## config.mk

```make
export PLATFORM = sky130hd
export DESIGN_NAME = result_packer
export DESIGN_NICKNAME = d
export VERILOG_FILES = /design/src/rtl/vae_pkg.sv /design/src/rtl/result_fifo.sv /design/src/rtl/result_packer.sv
export SDC_FILE = /design/constraint.sdc
export NUM_CORES = 1
export LEC_CHECK = 0
export ABC_AREA = 1
export BUFFER_PORTS_ARGS = -buffer_cell sky130_fd_sc_hd__buf_4
export CAP_MARGIN = 40
export CORE_MARGIN = 2
export CORE_UTILIZATION = 56
export DETAILED_ROUTE_END_ITERATION = 8
export PLACE_DENSITY = 0.75
export SKIP_LAST_GASP = 1
export SYNTH_ARGS = -nofsm -noshare
export SYNTH_HDL_FRONTEND = slang
export SYNTH_SLANG_ARGS = --single-unit
```

## constraint.sdc

```tcl
create_clock -name clk -period 5.1 [get_ports clk]
set_clock_uncertainty 0.15 [all_clocks]
set_input_delay 1.02 -clock clk [delete_from_list [all_inputs] [get_ports clk]]
set_output_delay 1.02 -clock clk [all_outputs]
set_load 0.02 [all_outputs]
```

## src/rtl/vae_pkg.sv

```systemverilog
// Shared types for the result output path: lane geometry, the packed DMA word
// and the {last, word} entry stored in the result FIFO.
package vae_pkg;

  localparam int RESULT_W = 16;
  localparam int DMA_W    = 64;
  localparam int LANES    = DMA_W / RESULT_W;
  localparam int LANE_W   = $clog2(LANES);

  typedef logic [LANES-1:0][RESULT_W-1:0] word_t;

  typedef struct packed {
    logic  last;
    word_t word;
  } fifo_entry_t;

endpackage

```

## src/rtl/result_fifo.sv

```systemverilog
// First-word fall-through FIFO of packed result words. The head is read straight
// from registered storage, so there is no combinational path from push to head.
module result_fifo
  import vae_pkg::*;
#(
  parameter int DEPTH = 4
) (
  input  logic                   clk,
  input  logic                   rst,
  input  logic                   clr,
  input  logic                   push,
  input  fifo_entry_t            push_entry,
  input  logic                   pop,
  output fifo_entry_t            head,
  output logic                   full,
  output logic                   empty,
  output logic [$clog2(DEPTH):0] level
);

  localparam int AW = $clog2(DEPTH);
  localparam logic [AW:0] FULL_LVL = (AW+1)'(DEPTH);

  fifo_entry_t   mem [DEPTH];
  logic [AW-1:0] wr_ptr;
  logic [AW-1:0] rd_ptr;
  logic [AW:0]   count;
  logic          do_push;
  logic          do_pop;

  assign empty = (count == '0);
  assign full  = (count == FULL_LVL);
  assign level = count;

  // A full FIFO still takes a word when the head leaves on the same edge.
  assign do_pop  = !clr && pop && !empty;
  assign do_push = !clr && push && (!full || do_pop);

  always_ff @(posedge clk or posedge rst) begin
    if (rst) begin
      wr_ptr <= '0;
      rd_ptr <= '0;
      count  <= '0;
    end else if (clr) begin
      wr_ptr <= '0;
      rd_ptr <= '0;
      count  <= '0;
    end else begin
      if (do_push) wr_ptr <= wr_ptr + 1'b1;
      if (do_pop)  rd_ptr <= rd_ptr + 1'b1;
      case ({do_push, do_pop})
        2'b10:   count <= count + 1'b1;
        2'b01:   count <= count - 1'b1;
        default: count <= count;
      endcase
    end
  end

  always_ff @(posedge clk) begin
    if (do_push) mem[wr_ptr] <= push_entry;
  end

  // Empty presents zeros so the reset state of the head is all-zero.
  assign head = empty ? '0 : mem[rd_ptr];

endmodule

```

## src/rtl/result_packer.sv

```systemverilog
// Packs 16-bit accelerator results four per 64-bit DMA word, closing words early
// at end of frame, and buffers them for the DMA write channel. Optional build
// macro RESULT_RELU_EN clamps negative results to zero before packing.
module result_packer
  import vae_pkg::*;
#(
  parameter int FRAME_LEN = 64,
  parameter int DEPTH     = 4
) (
  input  logic                       clk,
  input  logic                       rst,
  input  logic                       clr,
  input  logic                       res_valid,
  input  logic signed [RESULT_W-1:0] res_data,
  output logic [DMA_W-1:0]           out_data,
  output logic                       out_last,
  output logic                       out_valid,
  input  logic                       out_ready,
  output logic [$clog2(DEPTH):0]     level,
  output logic                       overflow
);

  localparam int FW = (FRAME_LEN > 1) ? $clog2(FRAME_LEN) : 1;

`ifdef RESULT_RELU_EN
  function automatic logic signed [RESULT_W-1:0] relu(input logic signed [RESULT_W-1:0] v);
    return (v < 0) ? '0 : v;
  endfunction
`endif

  logic signed [RESULT_W-1:0] res_val;
  logic [LANE_W-1:0]          lane_cnt;
  logic [FW-1:0]              frame_cnt;
  word_t                      pack_p0;
  word_t                      merged;
  logic                       last_res;
  logic                       push;
  logic                       pop;
  logic                       fifo_full;
  logic                       fifo_empty;
  fifo_entry_t                push_entry;
  fifo_entry_t                head;

`ifdef RESULT_RELU_EN
  assign res_val = relu(res_data);
`else
  assign res_val = res_data;
`endif

  assign last_res = (frame_cnt == FW'(FRAME_LEN - 1));

  // Lanes above lane_cnt are still zero in pack_p0, which gives the end-of-frame padding.
  always_comb begin
    merged           = pack_p0;
    merged[lane_cnt] = res_val;
  end

  assign push       = !clr && res_valid && ((lane_cnt == LANE_W'(LANES - 1)) || last_res);
  assign pop        = out_valid && out_ready;
  assign push_entry = '{last: last_res, word: merged};

  // Stage p0: pack register and framing counters
  always_ff @(posedge clk or posedge rst) begin
    if (rst) begin
      lane_cnt  <= '0;
      frame_cnt <= '0;
      pack_p0   <= '0;
      overflow  <= 1'b0;
    end else if (clr) begin
      lane_cnt  <= '0;
      frame_cnt <= '0;
      pack_p0   <= '0;
      overflow  <= 1'b0;
    end else if (res_valid) begin
      if (push) begin
        pack_p0  <= '0;
        lane_cnt <= '0;
      end else begin
        pack_p0  <= merged;
        lane_cnt <= lane_cnt + 1'b1;
      end
      frame_cnt <= last_res ? '0 : frame_cnt + 1'b1;
      // Counters keep advancing on a drop so framing stays aligned.
      if (push && fifo_full && !pop) overflow <= 1'b1;
    end
  end

  result_fifo #(
    .DEPTH(DEPTH)
  ) u_fifo (
    .clk        (clk),
    .rst        (rst),
    .clr        (clr),
    .push       (push),
    .push_entry (push_entry),
    .pop        (pop),
    .head       (head),
    .full       (fifo_full),
    .empty      (fifo_empty),
    .level      (level)
  );

  assign out_valid = !fifo_empty;
  assign out_data  = head.word;
  assign out_last  = head.last;

endmodule
```

==> results of run 1 <==
==> flip-flops by register name, indices dropped and copies added, names as in the netlist <==
signal and cells:
u_fifo.rd_ptr 2, u_fifo.level 3, pack_p0 64, overflow 1
frame_cnt 6, lane_cnt 2, u_fifo.mem 260, u_fifo.wr_ptr 2
==> power breakdown <==
part | switching, mW | internal, mW | total, mW
clock network | 0.985 | 1.47 | 2.46
registers | 0.0458 | 3.04 | 3.08
logic | 1.32 | 0.645 | 1.97
==> cells in the mapped netlist, drive strengths merged <==
master and n:
o21bai 1, nand4 3, nor2 296, a31oi 1, xor2 2, fa 1
dfrtp 80, ha 9, edfxtp 260, xnor2 1, o31ai 2, o21ai 243
buf 44, a22o 1, o32ai 1, a21oi 77, nand2 79, nand3 59
clkbuf 35, inv 89
==> logic make-up after synthesis <==
kind of cell | Yosys count | synth area share (%)
AOI/OAI and AO/OA | 326 | 11.8
adders and majority gates | 10 | 0.937
buffers and inverters | 168 | 5.11
DFF | 340 | 69.3
and+or+nand+nor | 437 | 12.7
xor gates and xnor gates | 3 | 0.186
==> layer usage <==
| metal | up-vias | GRT usage [%] | wire, um | share of wire [%] |
|---|---|---|---|---|
| li1 | 4541 | - | - | - |
| met1 | 4740 | 33.8 | 13400 | 40 |
| met2 | 439 | 41.8 | 16000 | 48 |
| met3 | 83 | 5.42 | 2830 | 8.5 |
| met4 | 0 | 10.6 | 1220 | 3.7 |
| met5 | - | 0 | 0 | 0 |
==> worst max-delay path: cells and delay by family (launching register included) <==
kind	cells	cell delay (ns)
buffers and inverters	3	1.38
AO/OA/AOI/OAI	2	0.42
flip-flops	1	0.63
==> layout make-up <==
type                            count  area [um2]  area share [%]
Clock buffer                       52        1010            6.22
Clock inverter                     10        96.3           0.592
Multi-Input combinational cell    776        3650            22.4
Inverter                           89         340            2.09
Timing Repair Buffer              110         958            5.89
Sequential cell                   340        9810            60.3
Tap cell                          330         413            2.54
==> worst max path at each step <==
stage,from,endpoint,cells past startpoint
2_1_floorplan,res_valid,u_fifo.mem[0][0],5
3_3_place_gp,u_fifo.rd_ptr[0],out_data[50],5
3_5_place_dp,u_fifo.rd_ptr[0],out_data[50],5
4_1_cts,u_fifo.rd_ptr[0],out_data[50],5
5_1_grt,u_fifo.rd_ptr[0],out_data[62],5
6_report,u_fifo.rd_ptr[0],out_data[55],5
==> placed cells by master (no fill, tap or decap), drive strengths merged, types with 12 or more instances in the layout <==
cell / count
nor2: 296
edfxtp: 260
o21ai: 243
buf: 110
inv: 85
dfrtp: 80
nand2: 79
a21oi: 77
nand3: 59
clkbuf: 52
clkinv: 12
==> through the flow <==
stage | cell area [um2] | cells | worst slack (ns) | total power, mW | hold slack [ns]
floorplan | 14100 | 1284 | 0.251 | 4.33 | 0.305
global placement | 15000 | 1639 | 1.53 | 5.05 | 0.318
detailed placement | 15100 | 1644 | 1.46 | 5.11 | 0.327
CTS | 16300 | 1706 | 0.928 | 7.55 | 0.342
global route | 16300 | 1707 | 0.821 | 7.81 | 0.362
finish | 16300 | 1707 | 0.974 | 7.50 | 0.336
==> results.md, run 1 <==
- Synth warn: 0
- Hold Startpoint: pack_p0[50]
- First-pass GRT wire length: 51900 um
- Syn_area_per_cell: 11.0 um2
- Postcts setup bufs: 0
- Setup violators final: 0
- Fmax achieved: 242 MHz
- Initial Utilization: 56.7%
- Pin count of the biggest net entering global routing: 67
- Gpl congestion: 0.815
- Synth top area cells: edfxtp_1, dfrtp_1, o21ai_0, nor2_1, a21oi_1
- Hold_buf cts: 0
- Core area: 25000 um2
- Worst setup EP type: output port
- Input/output buffers: 90
- Gr ovfl total: 0
- Filler cell count: 1871
- Initial antenna violation count: 0
- Post-synthesis sequential area ratio: 69.3%
- Critical Path RT: 3.93 ns
- R2R Path Start: lane_cnt[0]
- Post-synth top area cell: edfxtp_1
- Vias per cell: 5.74
- Reg2Reg Depth: 7
- N_diodes: 0
- Minimum clock period: 4.13 ns
- Hold EP: pack_p0[50]
- Fraction of layout cells with a size suffix above 1: 14.0%
- Power Dens Cells: 461 nW/um2
- Synth unique cells: 32
- Worst R2R Setup Slack: 2.06 ns
- Slew Viols, Final: 0
- Final hold violations: 0
- Slew headroom: 39.3%
- Die span in y: 163 um
- Kind of critical path: flip-flop to output port
- Hold path depth: 2
- CTS max path bufs: 3
- Fin nets: 1382
- Netlist Area Pre-Place: 14100 um2
- Status: finished, final reports clean
- Worst-margin pin slew: 0.910 ns
- Mapped Cells: 1284
- Fin Setup TNS: 0 ns
- Max rail drop VDD: 0.337 mV
- DR iter-0 viols: 1104
- Final worst path period share: 80.9%
- Clk pin slew, worst setup/hold paths: 0.06 ns
- Slowest cell on crit path: inv_2
- CTS H-Tree Depth: 2
- Rows: 58
- Antenna Violating Nets Remaining: 0
- Total CTS buffers: 34
- Global-route usage over all layers: 25.6%
- CP startpoint kind: flip-flop
- Unrepaired setup endpoints after global routing: false
- Post-Route WL: 33400 um
- Area Overhead vs Synth: 15.1%
- CP Cell Sequence: inv_2, buf_4, o21ai_0, a21oi_1, buf_4
- Die area: 26600 um2
- Die width: 163 um
- Clock insertion delay at the later pin of the skew report: 0.50 ns
- Crit path largest cell delay: 0.67 ns
- R2R Path End: u_fifo.mem[2][36]
- CTS Root Cell: clkbuf_16
- CTS tree: built
- Yosys top cell area share: 55.2%
- Seq cells post-synth: 340
- DRT Pass-1 Iters: 6
- Max Cap Viol: 0
- Synth Net Count: 1315
- Worst path most repeated cell: buf_4
- DRC: 0
- P_leak: 6.04 nW
- I/O pin count: 91
- Vias: 9803
- DR WL/cell: 19.6 um
- Arrival time worst endpoint: 2.96 ns
- Hold Path Class: flip-flop to flip-flop
- CTS-repair resized insts: 0
- Dpl hpwl: 18600 um
- Util after Layout: 65.2%
- Clock sinks: 340
- Worst Path Max Fanout: 51
- Number of global-route vias before repair: 9722
(Power assumes the default switching activity.)
==> inputs of run 2 (changes only) <==
ABC_AREA = 0   (was 1)
CORE_UTILIZATION = 54   (was 56)
clock period = 3.5 ns   (was 5.1 ns; I/O delays follow)
==> run 2 against run 1 <==
  * Die area is 2.6% higher
  * Sequential power rose by 44%
  * Routed wire length is 11% lower
  * Setup slack worse by 0.75 ns
  * Utilization down 1.0 points
  * Clock power up 60%
  * Non-clock buffer count shrank 4
  * Sequential cell count unchanged
  * Design area is 0.12% lower
  * Register-to-register slack got worse by 1.4 ns
  * Highest routed layer unchanged
==> results.md, run 2 <==
- CP Cell Sequence: buf_12, mux4_2, and2_1, buf_4
- Clock insertion delay at the later pin of the skew report: 0.51 ns
- Synth warn: 0
- Pin count of the biggest net entering global routing: 68
- Most common cell after layout, fill and taps aside: edfxtp_1
- CP bufs+invs: 2
- Hold slack final: 0.0972 ns
- Post-synth top area cell: edfxtp_1
- Most frequent cell after synthesis: edfxtp_1
- Pwr Total: 8.77 mW
- Slew Viols, Final: 0
- CTS-repair resized insts: 0
- Clk pin slew, worst setup/hold paths: 0.06 ns
- Postcts setup bufs: 0
- Syn_area_per_cell: 18.5 um2
- Hold_buf cts: 0
- Vias: 7455
- R2R Path End: u_fifo.level[1]
- DR iter-0 viols: 660
- Max reg flops: 260
- Die area: 27200 um2
- Max rail drop VDD: 0.333 mV
- Input/output buffers: 90
- Worst setup EP type: output port
- Die span in y: 165 um
- Sw frac: 20.1%
- R2R Path Start: frame_cnt[0]
- Critical Path RT: 2.65 ns
- Die width: 165 um
- Synth unique cells: 46
- N_diodes: 0
- Antenna Violating Nets Remaining: 0
- Seq cells post-synth: 340
- Dpl hpwl: 17100 um
- Hold Path Class: input port to async pin
- Fin nets: 873
- Worst Path Max Fanout: 23
- Combinational Power Share: 4.8%
- Gr ovfl total: 0
- First-pass GRT wire length: 46100 um
- Final hold violations: 0
- Filler cell count: 1655
- Commonest cells in the synthesized netlist: edfxtp_1, and2_1, dfrtp_1
- CTS Root Cell: clkbuf_16
- Fin Setup TNS: 0 ns
- Commonest non-fill, non-tap cells in the layout: edfxtp_1, buf_4, and2_1
- Slowest cell on crit path: dfrtp_4
- Worst-margin pin slew: 0.934 ns
- Core area: 25300 um2
- Initial antenna violation count: 0
- Crit path largest cell delay: 0.69 ns
- DRT Pass-1 Iters: 5
- Number of global-route vias before repair: 7876
- Unrepaired setup endpoints after global routing: false
- Power Dens Cells: 540 nW/um2
- Fraction of layout cells with a size suffix above 1: 35.5%
- Post-Route WL: 29800 um
- CTS tree: built
- Register area: 9810 um2
- Total CTS buffers: 35
- Internal power: 7.01 mW
- Async S/R FF share, synth: 23.5%
- Clock power share: 44.7%
- Netlist Area Pre-Place: 14000 um2
- Top_reg_cell synth: edfxtp_1
- I/O pin count: 91
- Kind of critical path: flip-flop to output port
- Crit-path leading delay family: flip-flops
- Top reg by flops: u_fifo.mem
- CP startpoint kind: flip-flop
- DRC: 0
- Mapped Cells: 755
- Max Cap Viol: 0
- Slew headroom: 37.7%
- CTS max path bufs: 3
- Worst R2R Setup Slack: 0.62 ns
- Fmax achieved: 305 MHz
- Sequential power share: 50.5%
- Placed insts: 1135
- Initial Utilization: 55.3%
- Final non-filler cell total: 1198
- CTS H-Tree Depth: 2
- Synth top area cells: edfxtp_1, dfrtp_1, mux4_2, mux2_2, and2_1
- Clock sinks: 340
- Yosys top cell area share: 55.7%
- Post-synth EDFFs: 260
- Rows: 58
- P_leak: 6.07 nW
- Arrival time worst endpoint: 2.43 ns
- Post-synthesis sequential area ratio: 70.0%
- Area Overhead vs Synth: 16.1%
- Final worst path period share: 93.7%
- Global-route usage over all layers: 22.7%
- Gpl congestion: 0.791
- Top flop regs: u_fifo.mem: 260 flops, pack_p0: 64 flops, frame_cnt: 6 flops
- Psw: 1.76 mW
- Reg2Reg Depth: 8
- Vias per cell: 6.22
- DR WL/cell: 24.9 um
- Area used by multi-input combinational logic: 3860 um2
- Synth Net Count: 786
- Status: finished, final reports clean
- Setup violators final: 0
- Minimum clock period: 3.28 ns
-- run 2: cell count changes after synthesis, sizes merged, moves of 55 or more --
cell / previous run / this run
inv: 89 / 9
nand2: 79 / 6
a21oi: 77 / 9
mux4: 0 / 65
nor2: 296 / 12
o21ai: 243 / 5
nand3: 59 / 4
mux2: 0 / 64
and2: 0 / 82
-- run 2: worst register-to-register path, cell delays in order, from the launching register on --
cell and delay [ns]:
dfrtp_1 0.40, ha_1 0.25, and4_4 0.22, a31o_2 0.30
or3_1 0.39, fa_1 0.49, o41ai_1 0.27, mux2i_1 0.15
o22ai_1 0.18
-- run 2: worst max path at each step --
stage	startpoint	end	slack, ns	depth (start not counted)
floorplan	res_valid	u_fifo.mem[0][0]	0.08	4
global placement	clr	u_fifo.level[2]	0.46	9
detailed placement	clr	u_fifo.level[1]	0.39	8
CTS	u_fifo.rd_ptr[0]	out_data[45]	0.17	4
global route	u_fifo.rd_ptr[0]	out_data[6]	0.07	4
finish	u_fifo.rd_ptr[0]	out_data[14]	0.22	4
-- run 2: logic make-up (layout without fill, tap and decap cells) --
kind of cell / count (synthesis) / count (layout) / share of synthesized area [%]
AO/OA/AOI/OAI: 75 / 75 / 4.73
XOR/XNOR: 5 / 5 / 0.313
adder cells (fa/ha/maj): 10 / 10 / 0.947
buffers and inverters: 65 / 178 / 2.61
flip-flops: 340 / 340 / 70.0
multiplexers: 132 / 132 / 15.8
AND/OR/NAND/NOR: 128 / 128 / 5.55
-- run 2: metal layers --
metal	vias up	part of all wire, %	global-route usage [%]
li1	3171	-	-
met1	3952	40	31.2
met2	291	52	37.7
met3	41	6.8	4.57
met4	0	1.5	6.17
met5	-	0	0
-- run 2: metrics by stage --
step / worst slack (ns) / util [%] / cell area [um2]
4_1_cts: 0.173 / 64.2 / 16300
6_report: 0.219 / 64.2 / 16300
3_3_place_gp: 0.460 / 59.1 / 15000
3_5_place_dp: 0.391 / 59.3 / 15000
5_1_grt: 0.0735 / 64.2 / 16300
2_1_floorplan: 0.0846 / - / 14000
-- run 2: area by class of cell --
type,count,area share (%)
clock buffer,48,6.38
sequential,340,60.4
inverter,9,0.215
clock inverter,15,1.26
timing repair buffer,106,5.52
tap,330,2.54
multi-input combinational,350,23.7
-- run 2: power by group through the flow --
stage          sequential (mW)  combinational, mW  clock [mW]
2_1_floorplan             4.50              0.278           0
3_3_place_gp              4.51              0.397           0
3_5_place_dp              4.51              0.421           0
4_1_cts                   4.43              0.423        3.99
6_report                  4.43              0.422        3.93
5_1_grt                   4.43              0.455        4.15
